**config.mk**
```make
export PLATFORM = sky130hd
export DESIGN_NAME = popcount_window
export DESIGN_NICKNAME = d
export VERILOG_FILES = /design/src/rtl/popcount_window.sv
export SDC_FILE = /design/constraint.sdc
export NUM_CORES = 1
export LEC_CHECK = 0
export ABC_AREA = 1
export BUFFER_PORTS_ARGS = -buffer_cell sky130_fd_sc_hd__buf_4
export CAP_MARGIN = 10
export CORE_MARGIN = 5
export CORE_UTILIZATION = 51
export DETAILED_ROUTE_END_ITERATION = 8
export PLACE_DENSITY_LB_ADDON = 0.2
export SETUP_SLACK_MARGIN = 0.05
export SLEW_MARGIN = 20
export SYNTH_ARGS = -nofsm -noshare
export SYNTH_HDL_FRONTEND = slang
export SYNTH_SLANG_ARGS = --single-unit
```
**constraint.sdc**
```tcl
create_clock -name clk -period 2.1 [get_ports clk]
set_input_delay 0.21 -clock clk [delete_from_list [all_inputs] [get_ports clk]]
set_output_delay 0.21 -clock clk [all_outputs]
set_load 0.01 [all_outputs]
```
**src/rtl/popcount_window.sv**
```systemverilog
// popcount_window: registered popcount of each accepted sample, totalled over
// a tumbling or sliding window of WINDOW samples.
module popcount_window #(
  parameter int WIDTH = 3,
  parameter int WINDOW = 4,
  localparam int CW = $clog2(WIDTH + 1),
  localparam int SW = $clog2(WIDTH * WINDOW + 1),
  localparam int FW = $clog2(WINDOW + 1)
) (
  input  logic             clk,
  input  logic             rst_n,
  input  logic             clr,
  input  logic             mode,
  input  logic             in_valid,
  input  logic [WIDTH-1:0] in_data,
  output logic [CW-1:0]    cnt,
  output logic             cnt_valid,
  output logic [SW-1:0]    sum,
  output logic             out_valid,
  output logic [FW-1:0]    fill,
  output logic             mode_q
);
  localparam int PW = $clog2(WINDOW);
  logic [CW-1:0] pc;
  logic [CW-1:0] hist [WINDOW];
  logic [PW-1:0] wp;
  logic [SW-1:0] acc, oldest, sum_nx;
  logic full, last;
  always_comb begin
    pc = '0;
    for (int i = 0; i < WIDTH; i++) pc = pc + CW'(in_data[i]);
  end
  assign full = fill == FW'(WINDOW);
  assign last = fill == FW'(WINDOW - 1);
  // the slot under the write pointer is the oldest entry once history is full
  assign oldest = full ? SW'(hist[wp]) : '0;
  assign sum_nx = mode_q ? sum + SW'(pc) - oldest : acc + SW'(pc);
  always_ff @(posedge clk or negedge rst_n)
    if (!rst_n) begin
      cnt       <= '0;
      cnt_valid <= 1'b0;
      sum       <= '0;
      out_valid <= 1'b0;
      fill      <= '0;
      mode_q    <= 1'b0;
      acc       <= '0;
      wp        <= '0;
      for (int i = 0; i < WINDOW; i++) hist[i] <= '0;
    end else if (clr) begin
      cnt       <= '0;
      cnt_valid <= 1'b0;
      sum       <= '0;
      out_valid <= 1'b0;
      fill      <= '0;
      mode_q    <= mode;
      acc       <= '0;
      wp        <= '0;
      for (int i = 0; i < WINDOW; i++) hist[i] <= '0;
    end else begin
      cnt_valid <= in_valid;
      out_valid <= in_valid && (last || (mode_q && full));
      if (in_valid) begin
        cnt <= pc;
        if (mode_q) begin
          sum      <= sum_nx;
          hist[wp] <= pc;
          wp       <= wp == PW'(WINDOW - 1) ? '0 : wp + PW'(1);
          fill     <= full ? fill : fill + FW'(1);
        end else if (last) begin
          sum  <= sum_nx;
          acc  <= '0;
          fill <= '0;
        end else begin
          acc  <= sum_nx;
          fill <= fill + FW'(1);
        end
      end
    end
endmodule

```
After elaboration in Yosys (flattened, before gate mapping):

Index checks and enable logic that the tools add are counted.

* output and inout port bits: 12
* word-level logic and storage cells: 70
* register bits after elaboration: 26

* bitwise logic cells: 1
* muxes and demuxes: 32
* $lt $le $gt $ge: 2
* equal/unequal tests: 5
* $add $sub $neg: 7
* reductions and logical operators: 11

Operators by type and width (count)
* 4-bit two-way mux: 9
* 8-bit two-way mux: 3
* 2-bit two-way mux: 10
* 3-bit two-way mux: 5
* 4-bit by 2-bit adder with 4-bit output: 2
* 8-bit bitwise mux: 1
* 2-bit AND reduction: 4
* 2-bit binary-select mux with 2-bit select: 1
* 2-bit demux with 2-bit select: 1
* 2-bit nonzero test: 2
* 4-bit by 2-bit subtractor with 4-bit output: 1
* 3-bit by 1-bit adder with 3-bit output, second input constant: 1
* 3-bit by 2-bit == test with 1-bit output, second input constant: 1
* 3-bit == test, second input constant: 1
* 3-bit greater-or-equal comparator, second input constant: 1
* 1-bit logical AND: 3
* 3-bit by 1-bit less-than comparator with 1-bit output, second input constant: 1
* 3-bit inequality test, second input constant: 1
* 2-bit NOT with 3-bit output: 1
* 3-bit nonzero test: 1
* 1-bit by 1-bit adder with 2-bit output: 1
* 2-bit by 1-bit adder with 2-bit output: 1
* 2-bit by 1-bit adder with 2-bit output, second input constant: 1
* 2-bit == test, second input constant: 1
* 3 further kinds: 4

Logic depth before layout (Yosys ltp):

Gate-level depths: netlist (run 1).

* word-level depth: 11
* depth in mapped cells: 15

Worst setup path before layout (run 1):

OpenSTA, ideal clock, no wires.

* path type: register -> register
* start: register fill[0]
* end: register sum[2]
* setup slack: -0.174 ns
* buffers on the path: 0
* period minus slack after synthesis: 2.274 ns
* data arrival time: 2.191 ns
* setup time: 0.083 ns
* cell stages (with the launch flop): 12
* required time: 2.017 ns
* cell sequence: dfrtp_1 -> inv_1 -> ha_1 -> nand2_1 -> inv_1 -> nand2_1 -> fa_1 -> fa_1 -> xnor2_1 -> o22ai_1 -> nand2_1 -> o21ai_0

* longest elaborated chain between the ends: 8
* elaborated cells on any way between the ends: 11
* those cells by class: add/sub: 1; eq/ne: 2; mux: 6; reduce/logical: 2

RTL lines
* from (decl): line 20 `output logic [FW-1:0] fill,`
* from (signal assigned): line 68 `fill <= full ? fill : fill + FW'(1);`
* from (signal assigned): line 75 `fill <= fill + FW'(1);`
* 3-bit == test: line 33 `assign full = fill == FW'(WINDOW);`
* 2-bit two-way mux: line 36 `assign oldest = full ? SW'(hist[wp]) : '0;`
* 4-bit by 2-bit subtractor with 4-bit output: line 37 `assign sum_nx = mode_q ? sum + SW'(pc) - oldest : acc + SW'(pc);`
* 4-bit two-way mux: line 37
* 4-bit two-way mux: line 69 `end else if (last) begin`
* 4-bit two-way mux: line 64 `if (mode_q) begin`
* 4-bit two-way mux: line 62 `if (in_valid) begin`
* 4-bit two-way mux: line 49 `end else if (clr) begin`
* to (signal assigned): line 65 `sum <= sum_nx;`
* to (signal assigned): line 70 `sum <= sum_nx;`
* to (decl): line 18 `output logic [SW-1:0] sum,`

Several ways; a longest one is shown, not always the timed one. The select of a mux whose other input is x is not followed.
A chain may end at the register's enable or synchronous reset.

Final worst setup path (run 1):

* start: register wp[0]
* end: register sum[3]

* longest elaborated chain between the ends: 11

RTL lines
* from (decl): line 26 `logic [PW-1:0] wp;`
* from (signal assigned): line 67 `wp <= wp == PW'(WINDOW - 1) ? '0 : wp + PW'(1);`
* 2-bit NOT with 3-bit output (implied by the code) *: line 36
* 2-bit binary-select mux with 2-bit select *: line 36
* 2-bit two-way mux (implied by the code) * (2 in a row): line 36
* 2-bit two-way mux *: line 36
* 4-bit by 2-bit subtractor with 4-bit output *: line 37
* 4-bit two-way mux *: line 37
* 4-bit two-way mux: line 69
* 4-bit two-way mux *: line 64
* 4-bit two-way mux *: line 62
* 4-bit two-way mux *: line 49

Mark *: on every way between the ends. The rest lies on a longest branch, timed or not. The select of a mux whose other input is x is not followed.

==> results of run 1 <==
[through the flow]
stage | worst slack (ns) | hold WS, ns
finish | -0.1647 | 0.06661
global route | -0.3383 | 0.05782
CTS | -0.1347 | 0.07351
detailed placement | -0.2637 | 0.1416
global placement | -0.2283 | 0.1324
floorplan | -0.07674 | -0.08559
[cell families after synthesis]
logic type / after synthesis / synth area share (%)
AO/OA/AOI/OAI: 41 / 15.24
adder cells (fa/ha/maj): 16 / 15.24
AND/OR/NAND/NOR: 51 / 14.17
flip-flops: 26 / 43.08
XOR/XNOR: 4 / 2.320
buffers and inverters: 40 / 9.942
[worst paths after layout]
path	slack (ns)	start	depth (start not counted)	to
setup / recovery	-0.16	wp[0]	15	sum[3]
hold / removal	0.07	mode	3	mode_q
setup reg to reg	-0.16	wp[0]	15	sum[3]
hold reg to reg	0.53	cnt[1]	2	cnt[1]
max in group asynchronous	1.53	rst_n	2	wp[1]
min in group asynchronous	0.30	rst_n	2	hist[3]
[synth_stat cells]
library cell  count  area, sq um
a22o_1            1        8.760
nand2_4           1        11.26
o21ai_2           1        8.760
a21oi_1          12        60.06
inv_1            40        150.1
o22ai_1          12        75.07
xnor2_1           2        17.52
dfrtp_1          26        650.6
nand2_1          34        127.6
ha_1             12        150.1
o21ai_1           1        5.000
fa_1              4        80.08
nand2_2           1        6.260
o21ai_0          13        65.06
xor2_1            2        17.52
a22oi_1           1        7.510
nor2_1            7        26.28
nand3_1           7        35.03
nand3b_1          1        7.510
[cell usage in the layout, fill, tap and decap left out, drive strengths merged]
cell / synthesis / final
o22ai: 12 / 12
dfrtp: 26 / 26
nor2: 7 / 7
ha: 12 / 12
dlygate4sd3: 0 / 1
buf: 0 / 32
inv: 40 / 40
nand3: 7 / 7
xnor2: 2 / 2
a22o: 1 / 1
fa: 4 / 4
clkbuf: 0 / 4
a21oi: 12 / 12
a22oi: 1 / 1
nand2: 36 / 36
o21ai: 15 / 15
xor2: 2 / 2
nand3b: 1 / 1
[worst max-delay path, delay by kind of cell (launching register included)]
| family | cells | cell delay [ns] |
|---|---|---|
| buf+inv | 2 | 0.11 |
| compound gates | 2 | 0.19 |
| simple gates | 9 | 0.60 |
| fa+ha+maj | 2 | 0.81 |
| flops | 1 | 0.47 |
[sequential cells by signal (all words and copies together), names as in the netlist]
register,count
cnt_valid,1
out_valid,1
wp,2
fill,3
mode_q,1
cnt,2
hist,8
acc,4
sum,4
[repair_timing]
| item | CTS | global route |
|---|---|---|
| hold buffers | 1 | 0 |
| endpoints found under the hold margin | 26 | 0 |
| buffers inserted | 0 | 0 |
| gates resized for setup | 17 | 6 |
| endpoints found under the setup margin | 6 | 7 |
| pin swaps | 9 | 7 |
[power breakdown]
part / internal (W) / switching, W / total (W)
Clock: 0.000106 / 0.000153 / 0.000259
Combinational: 0.000361 / 0.000408 / 0.000769
Sequential: 0.000592 / 0.0000918 / 0.000684
Total: 0.00106 / 0.000653 / 0.00171
[cell type report]
type / instances / area (sq um)
Fill cell: 247 / 900.9
Multi-Input combinational cell: 112 / 773.2
Sequential cell: 26 / 653.1
Timing Repair Buffer: 33 / 250.2
Inverter: 40 / 152.6
Tap cell: 31 / 38.79
Clock buffer: 4 / 36.28
[routing by layer]
layer / vias up / global-route usage (%) / share of wire (%)
li1: 643 / - / -
met1: 604 / 23.95 / 47
met5: - / 0 / 0
met2: 34 / 29.51 / 46
met3: 13 / 3.800 / 4.4
met4: 0 / 8.971 / 2.4
==> flow_summary.toml, run 1 <==
[outcome]
status = "finished with violations"
violations = "setup timing"

[timing]
max_freq_mhz = 441.6
drv_slew = 0
setup_slack_ns = -0.1647
hold_viol = 0
rsz0062_at_grt = "yes"
setup_tns_ns = -0.8348
final.period_utilization_pct = 107.8
slew_headroom_pct = 77.19
setup_viol = 6
fin_crit_ns = 2.265
fin_worst_skew_ns = 0.005274
tightest_slew_ns = 0.3421

[power_and_ir_drop]
p_total_w = 0.001712
vdd_drop_max_uv = 701.1
p_per_area_nw_per_um2 = 898.9
p_leak_nw = 0.9694

[route]
vias = 1294
wl_per_cell_microns = 14.37
first_iter_violations = 56
via_per_inst = 5.260
wirelength_microns = 3536
ant_nets = 0
dr.pass1.iters = 4
drc = 0

[placement]
port_buffers = 19
place_hpwl_microns = 2679
dp_cells = 241
placed_area_sq_um = 1800
routabilityCongestion = 0.8595

[floorplan]
start_util_pct = 53.84
rows = 19
die_h_microns = 64.42
dieArea_sq_um = 4149
dieWidth_microns = 64.42
io_pins = 20
core-area_sq_um = 2805

[setup_path]
cpMaxStageDelayCell = "fa_1"
cp-end-kind = "register"
path_max_fanout = 7
startpoint_type = "register"
cpPeakStageDelay_ns = 0.50
worst-setup-path-type = "reg -> reg"
arrival_ns = 2.51
required_ns = 2.34
path_cells = "inv_4, a21oi_2, o21ai_1, nand2_1, nand2_2, fa_1, ha_1, nand3_2, inv_2, nor2_2, nand2_1, nand3_2, nand2_2, nand2_2, nand2_1"

[global_routing]
grt_max_degree = 27
grt.total_usage_pct = 18.45
grt_pass1_vias = 1343
antenna_found_initial = 0
grt_pass1_wl_microns = 5989
overflow = 0

[clock_network]
clockBufferDepth = 2
cts.sinks = 26
clk_pin_slew_worst_paths_ns = 0.14
clk_root_buffer_cell = "clkbuf_4"
clk_latency_ns = 0.33
cts_tree = "yes"
cts_made_buffers = 3
htreeDepth = 1

[yosys]
avgSynthCellArea_sq_um = 8.484
synth_area_sq_um = 1510
synth.net_count = 202
synth-seq-cells = 26
syn_inst = 178
yosysWarnings = 0
seq_area_frac_synth_pct = 43.08
synth_cell_types = 19

[run]
max_cap_viol_count = 0

[cells_and_area]
utilization_pct = 67.89
final_nets = 240
final_cells = 246
drive_above_1_share_pct = 27.91
syn_to_final_growth_pct = 26.10
fin_area_sq_um = 1904
antennaDiodeCount = 0

[min_path]
hp-class = "in -> reg"
Power figures use the tool's default switching activity.
==> run 2: changes to the inputs <==
RECOVER_POWER = 50   (was not set)
==> run 2 against run 1 <==
Compared with the run above: the run still ends with setup timing left; clock-buffer cell count did not move; cell area decreased by 0.39%; clock power about the same; largest power group unchanged; first-iteration DRC count unchanged; routed wire length is 0.11% lower; non-clock buffer count unchanged; global-route usage unchanged; fmax is the same; flip-flop and latch count stayed put; via count stayed put; setup slack barely moved; register-to-register slack barely moved.
==> flow_summary.toml, run 2 (synthesis gave the netlist of run 1 again) <==
[global_routing]
overflow = 0
grt_pass1_vias = 1343
grt_max_degree = 27
grt.total_usage_pct = 18.45
grt_pass1_wl_microns = 5989
antenna_found_initial = 0

[clock_network]
cts_tree = "yes"
clockBufferDepth = 2
cts_made_buffers = 3
postCtsSetupBuffers = 0
clk_root_buffer_cell = "clkbuf_4"
cts.sinks = 26
htreeDepth = 1
clk_latency_ns = 0.33
clk_pin_slew_worst_paths_ns = 0.14

[setup_path]
path_max_fanout = 7
startpoint_type = "register"
worst-setup-path-type = "reg -> reg"
cp-end-kind = "register"
required_ns = 2.34
arrival_ns = 2.51

[placement]
place_hpwl_microns = 2679
routabilityCongestion = 0.8595
port_buffers = 19
placed_area_sq_um = 1800
dpl_worst_slack_ns = -0.2637

[timing]
rsz0062_at_grt = "yes"
final.period_utilization_pct = 107.8
hold_viol = 0
drv_slew = 0
setup_slack_ns = -0.1647
fin_hold_ws_ns = 0.06660
tightest_slew_ns = 1.408
slew_headroom_pct = 6.158
max_freq_mhz = 441.6
setup_viol = 6
fin_worst_skew_ns = 0.005274
fin_crit_ns = 2.265

[power_and_ir_drop]
netSwitchingFraction_pct = 38.17
p_int_w = 0.001057
clkPwrFrac_pct = 15.2
pwr-share-comb_pct = 44.8
p_leak_nw = 0.9621
p_seq_share_pct = 40.0
p_per_area_nw_per_um2 = 901.3
p_sw_w = 0.0006524
p_total_w = 0.001710
vdd_drop_max_uv = 701.0

[floorplan]
dieArea_sq_um = 4149
rows = 19
dieWidth_microns = 64.42
core-area_sq_um = 2805
start_util_pct = 53.84
io_pins = 20
die_h_microns = 64.42

[cells_and_area]
drive_above_1_share_pct = 26.98
antennaDiodeCount = 0
layout_common_cells = "inv_1 (35), buf_4 (30), nand2_1 (29), dfrtp_1 (24), o22ai_1 (12)"
final_nets = 240
utilization_pct = 67.62
largest_reg_flops = 8
num-fill-cells = 248
final_common_cell = "inv_1"
syn_to_final_growth_pct = 25.60
multi_input_area_sq_um = 773.2
top_regs = "hist (8), acc (4), sum (4)"
largest_register = "hist"
seq_area_sq_um = 653.1
fin_area_sq_um = 1897

[outcome]
status = "finished with violations"
violations = "setup timing"

[route]
vias = 1294
via_per_inst = 5.260
ant_nets = 0
drc = 0
first_iter_violations = 56
wirelength_microns = 3532
dr.pass1.iters = 4
wl_per_cell_microns = 14.36

[min_path]
hp-class = "in -> reg"

[run]
max_cap_viol_count = 0
## run 2: cell types whose count changed in the layout (fill, tap and decap cells not counted), sizes merged
cell	delta
buf	-2
clkbuf	+2
## run 2: layout make-up
type	instances	share of cell area, %
Timing Repair Buffer	33	12.80
Clock buffer	4	1.913
Sequential cell	26	34.43
Tap cell	31	2.045
Multi-Input combinational cell	112	40.77
Inverter	40	8.047
## run 2: worst max-delay path, cell delays in order, from the launching register on
cell     delay (ns)
dfrtp_2        0.47
inv_4          0.07
a21oi_2        0.12
o21ai_1        0.07
nand2_1        0.07
nand2_2        0.05
fa_1           0.50
ha_1           0.31
nand3_2        0.09
inv_2          0.04
nor2_2         0.08
nand2_1        0.07
nand3_2        0.07
nand2_2        0.06
nand2_2        0.06
nand2_1        0.05
## run 2: path summary, 6_finish.rpt
path,start,to,slack (ns),cells past startpoint
worst max-delay path,wp[0],sum[3],-0.16,15
worst max register to register,wp[0],sum[3],-0.16,15
min in group asynchronous,rst_n,hist[3],0.71,2
worst min register to register,cnt[1],cnt[1],0.53,2
worst min-delay path,mode,mode_q,0.07,3
max in group asynchronous,rst_n,wp[1],0.47,2
## run 2: per-layer routing
metal  part of all wire, %  track usage, %
met5                     0               0
met4                   2.4           8.971
met3                   4.4           3.800
met2                    46           29.51
met1                    47           23.95
## run 2: timing repair
item | in CTS | in global routing
endpoints found under the setup margin | 6 | 7
resized for setup | 17 | 6
pin swaps | 9 | 7
hold buffers | 1 | 0
endpoints found under the hold margin | 26 | 0
## run 2: per-stage QoR
step	instances	TNS [ns]
2_1_floorplan	178	-0.3346
3_3_place_gp	241	-1.168
3_5_place_dp	241	-1.401
4_1_cts	246	-0.6680
5_1_grt	246	-1.798
6_report	246	-0.8348
## run 2: power by group through the flow
| stage | registers (W) | clock network, W | logic [W] |
|---|---|---|---|
| 2_1_floorplan | 0.000706 | 0 | 0.000404 |
| 5_1_grt | 0.000704 | 0.000284 | 0.000863 |
| 3_3_place_gp | 0.000683 | 0 | 0.000676 |
| 3_5_place_dp | 0.000685 | 0 | 0.000704 |
| 6_report | 0.000684 | 0.000259 | 0.000766 |
| 4_1_cts | 0.000684 | 0.000262 | 0.000757 |
==> run 3: changes to the inputs <==
SETUP_SLACK_MARGIN = 0.5   (was 0.05)
==> run 3 against run 2 <==
Compared with the run above: the flow still finishes with violations (setup timing); final cell count increased by 1.6%; fmax decreased by 4.9%; setup slack got worse by 0.12 ns; core utilization increased by 3.1 points; critical path depth decreased by 4; first-iteration DRC count increased by 16%; clock skew increased by 0.0051 ns; sequential power about the same; via count increased by 6.2%; critical path type unchanged; largest power group unchanged.
==> flow_summary.toml, run 3 (synthesis gave the netlist of run 1 again) <==
[clock_network]
cts_tree = "yes"
clk_root_buffer_cell = "clkbuf_4"
clockBufferDepth = 2
clk_pin_slew_worst_paths_ns = 0.14
cts.sinks = 26
clk_latency_ns = 0.33
htreeDepth = 1
cts_made_buffers = 3

[cells_and_area]
antennaDiodeCount = 0
largest_reg_flops = 8
layout_common_cells = "inv_1 (35), buf_4 (34), nand2_1 (32), dfrtp_1 (25), o22ai_1 (10)"
final_nets = 244
drive_above_1_share_pct = 30.14
final_common_cell = "inv_1"
fin_area_sq_um = 1983
syn_to_final_growth_pct = 31.32
top_regs = "hist (8), acc (4), sum (4)"
utilization_pct = 70.70
largest_register = "hist"
num-fill-cells = 210

[route]
wirelength_microns = 3663
via_per_inst = 5.496
first_iter_violations = 65
ant_nets = 0
drc = 0
dr.pass1.iters = 4
wl_per_cell_microns = 14.65
vias = 1374

[floorplan]
start_util_pct = 53.84
rows = 19
dieArea_sq_um = 4149
dieWidth_microns = 64.42
core-area_sq_um = 2805
io_pins = 20
die_h_microns = 64.42

[setup_path]
arrival_ns = 2.66
cp-end-kind = "register"
critPathCapture = "acc[2]"
worst-setup-path-type = "reg -> reg"
worst_r2r_path_depth = 11
timing.rr.start = "wp[0]"
required_ns = 2.38
reg2reg_slack_ns = -0.28
crit_start = "wp[0]"
path_max_fanout = 6
regToRegEndpoint = "acc[2]"
startpoint_type = "register"

[power_and_ir_drop]
p_sw_w = 0.0007125
p_seq_share_pct = 37.0
netSwitchingFraction_pct = 38.38
vdd_drop_max_uv = 861.8
p_leak_nw = 0.9980
pwr-share-comb_pct = 49.1
p_per_area_nw_per_um2 = 936.1
p_int_w = 0.001144
clkPwrFrac_pct = 14.0
p_total_w = 0.001856

[global_routing]
grt.total_usage_pct = 18.26
grt_pass1_wl_microns = 5934
overflow = 0
grt_max_degree = 27
antenna_found_initial = 0
grt_pass1_vias = 1309

[timing]
tightest_slew_ns = 1.388
slew_headroom_pct = 7.492
setup_tns_ns = -1.391
hold_viol = 0
max_freq_mhz = 420.0
rsz0062_at_grt = "yes"
setup_slack_ns = -0.2808
fin_crit_ns = 2.381
setup_viol = 6
drv_slew = 0
fin_hold_ws_ns = 0.06431
final.period_utilization_pct = 113.4
fin_worst_skew_ns = 0.01041

[run]
max_cap_viol_count = 0

[placement]
place_hpwl_microns = 2653
placed_area_sq_um = 1793
port_buffers = 19
routabilityCongestion = 0.8555

[outcome]
status = "finished with violations"
violations = "setup timing"

[min_path]
hp-class = "in -> reg"
[run 3: area by class of cell]
class / count / area, sq um / share of cell area (%)
well taps: 31 / 38.79 / 1.956
inverters: 40 / 152.6 / 7.697
clock buffers: 4 / 36.28 / 1.830
repair buffers: 37 / 272.8 / 13.75
flip-flops and latches: 26 / 651.9 / 32.87
multi-input cells: 112 / 830.8 / 41.89
[run 3: power groups by stage]
stage,logic (W),registers [W],clock network [W]
2_1_floorplan,0.000404,0.000706,0
3_3_place_gp,0.000681,0.000680,0
3_5_place_dp,0.000706,0.000686,0
4_1_cts,0.000736,0.000680,0.000266
5_1_grt,0.00102,0.000699,0.000291
6_report,0.000911,0.000686,0.000259
[run 3: worst max-delay path: stages (launching register included)]
cell and delay, ns:
dfrtp_2 0.49, a21oi_1 0.13, o21ai_1 0.09, nand2_1 0.08
nand2_2 0.05, fa_1 0.52, buf_4 0.17, fa_2 0.34
xnor2_2 0.15, o22ai_2 0.16, nand2_1 0.08, nand2_1 0.06
[run 3: how the worst min path moves through the flow]
| stage | from | cells past startpoint | end | slack, ns |
|---|---|---|---|---|
| floorplan | rst_n | 0 | acc[0] | -0.09 |
| global placement | rst_n | 1 | hist[5] | 0.13 |
| detailed placement | rst_n | 1 | hist[5] | 0.14 |
| CTS | mode | 3 | mode_q | 0.06 |
| global route | mode | 3 | mode_q | 0.06 |
| finish | mode | 3 | mode_q | 0.06 |
[run 3: repair_timing]
item | in CTS | in global routing
pin swaps | 7 | 12
hold buffers | 1 | 0
setup buffers | 2 | 3
resized for setup | 7 | 25
endpoints found under the setup margin | 8 | 9
endpoints found under the hold margin | 26 | 0
[run 3: through the flow]
step | cells | setup WS, ns
5_1_grt | 250 | -0.4370
3_3_place_gp | 240 | -0.2247
4_1_cts | 247 | -0.1599
3_5_place_dp | 240 | -0.2442
6_report | 250 | -0.2808
2_1_floorplan | 178 | -0.07674
[run 3: per-layer routing]
layer | vias up | share of wire (%) | global-route usage [%]
met3 | 20 | 6.4 | 5.527
met1 | 628 | 42 | 23.61
met5 | - | 0 | 0
met4 | 0 | 3.3 | 5.277
li1 | 656 | - | -
met2 | 70 | 48 | 29.77
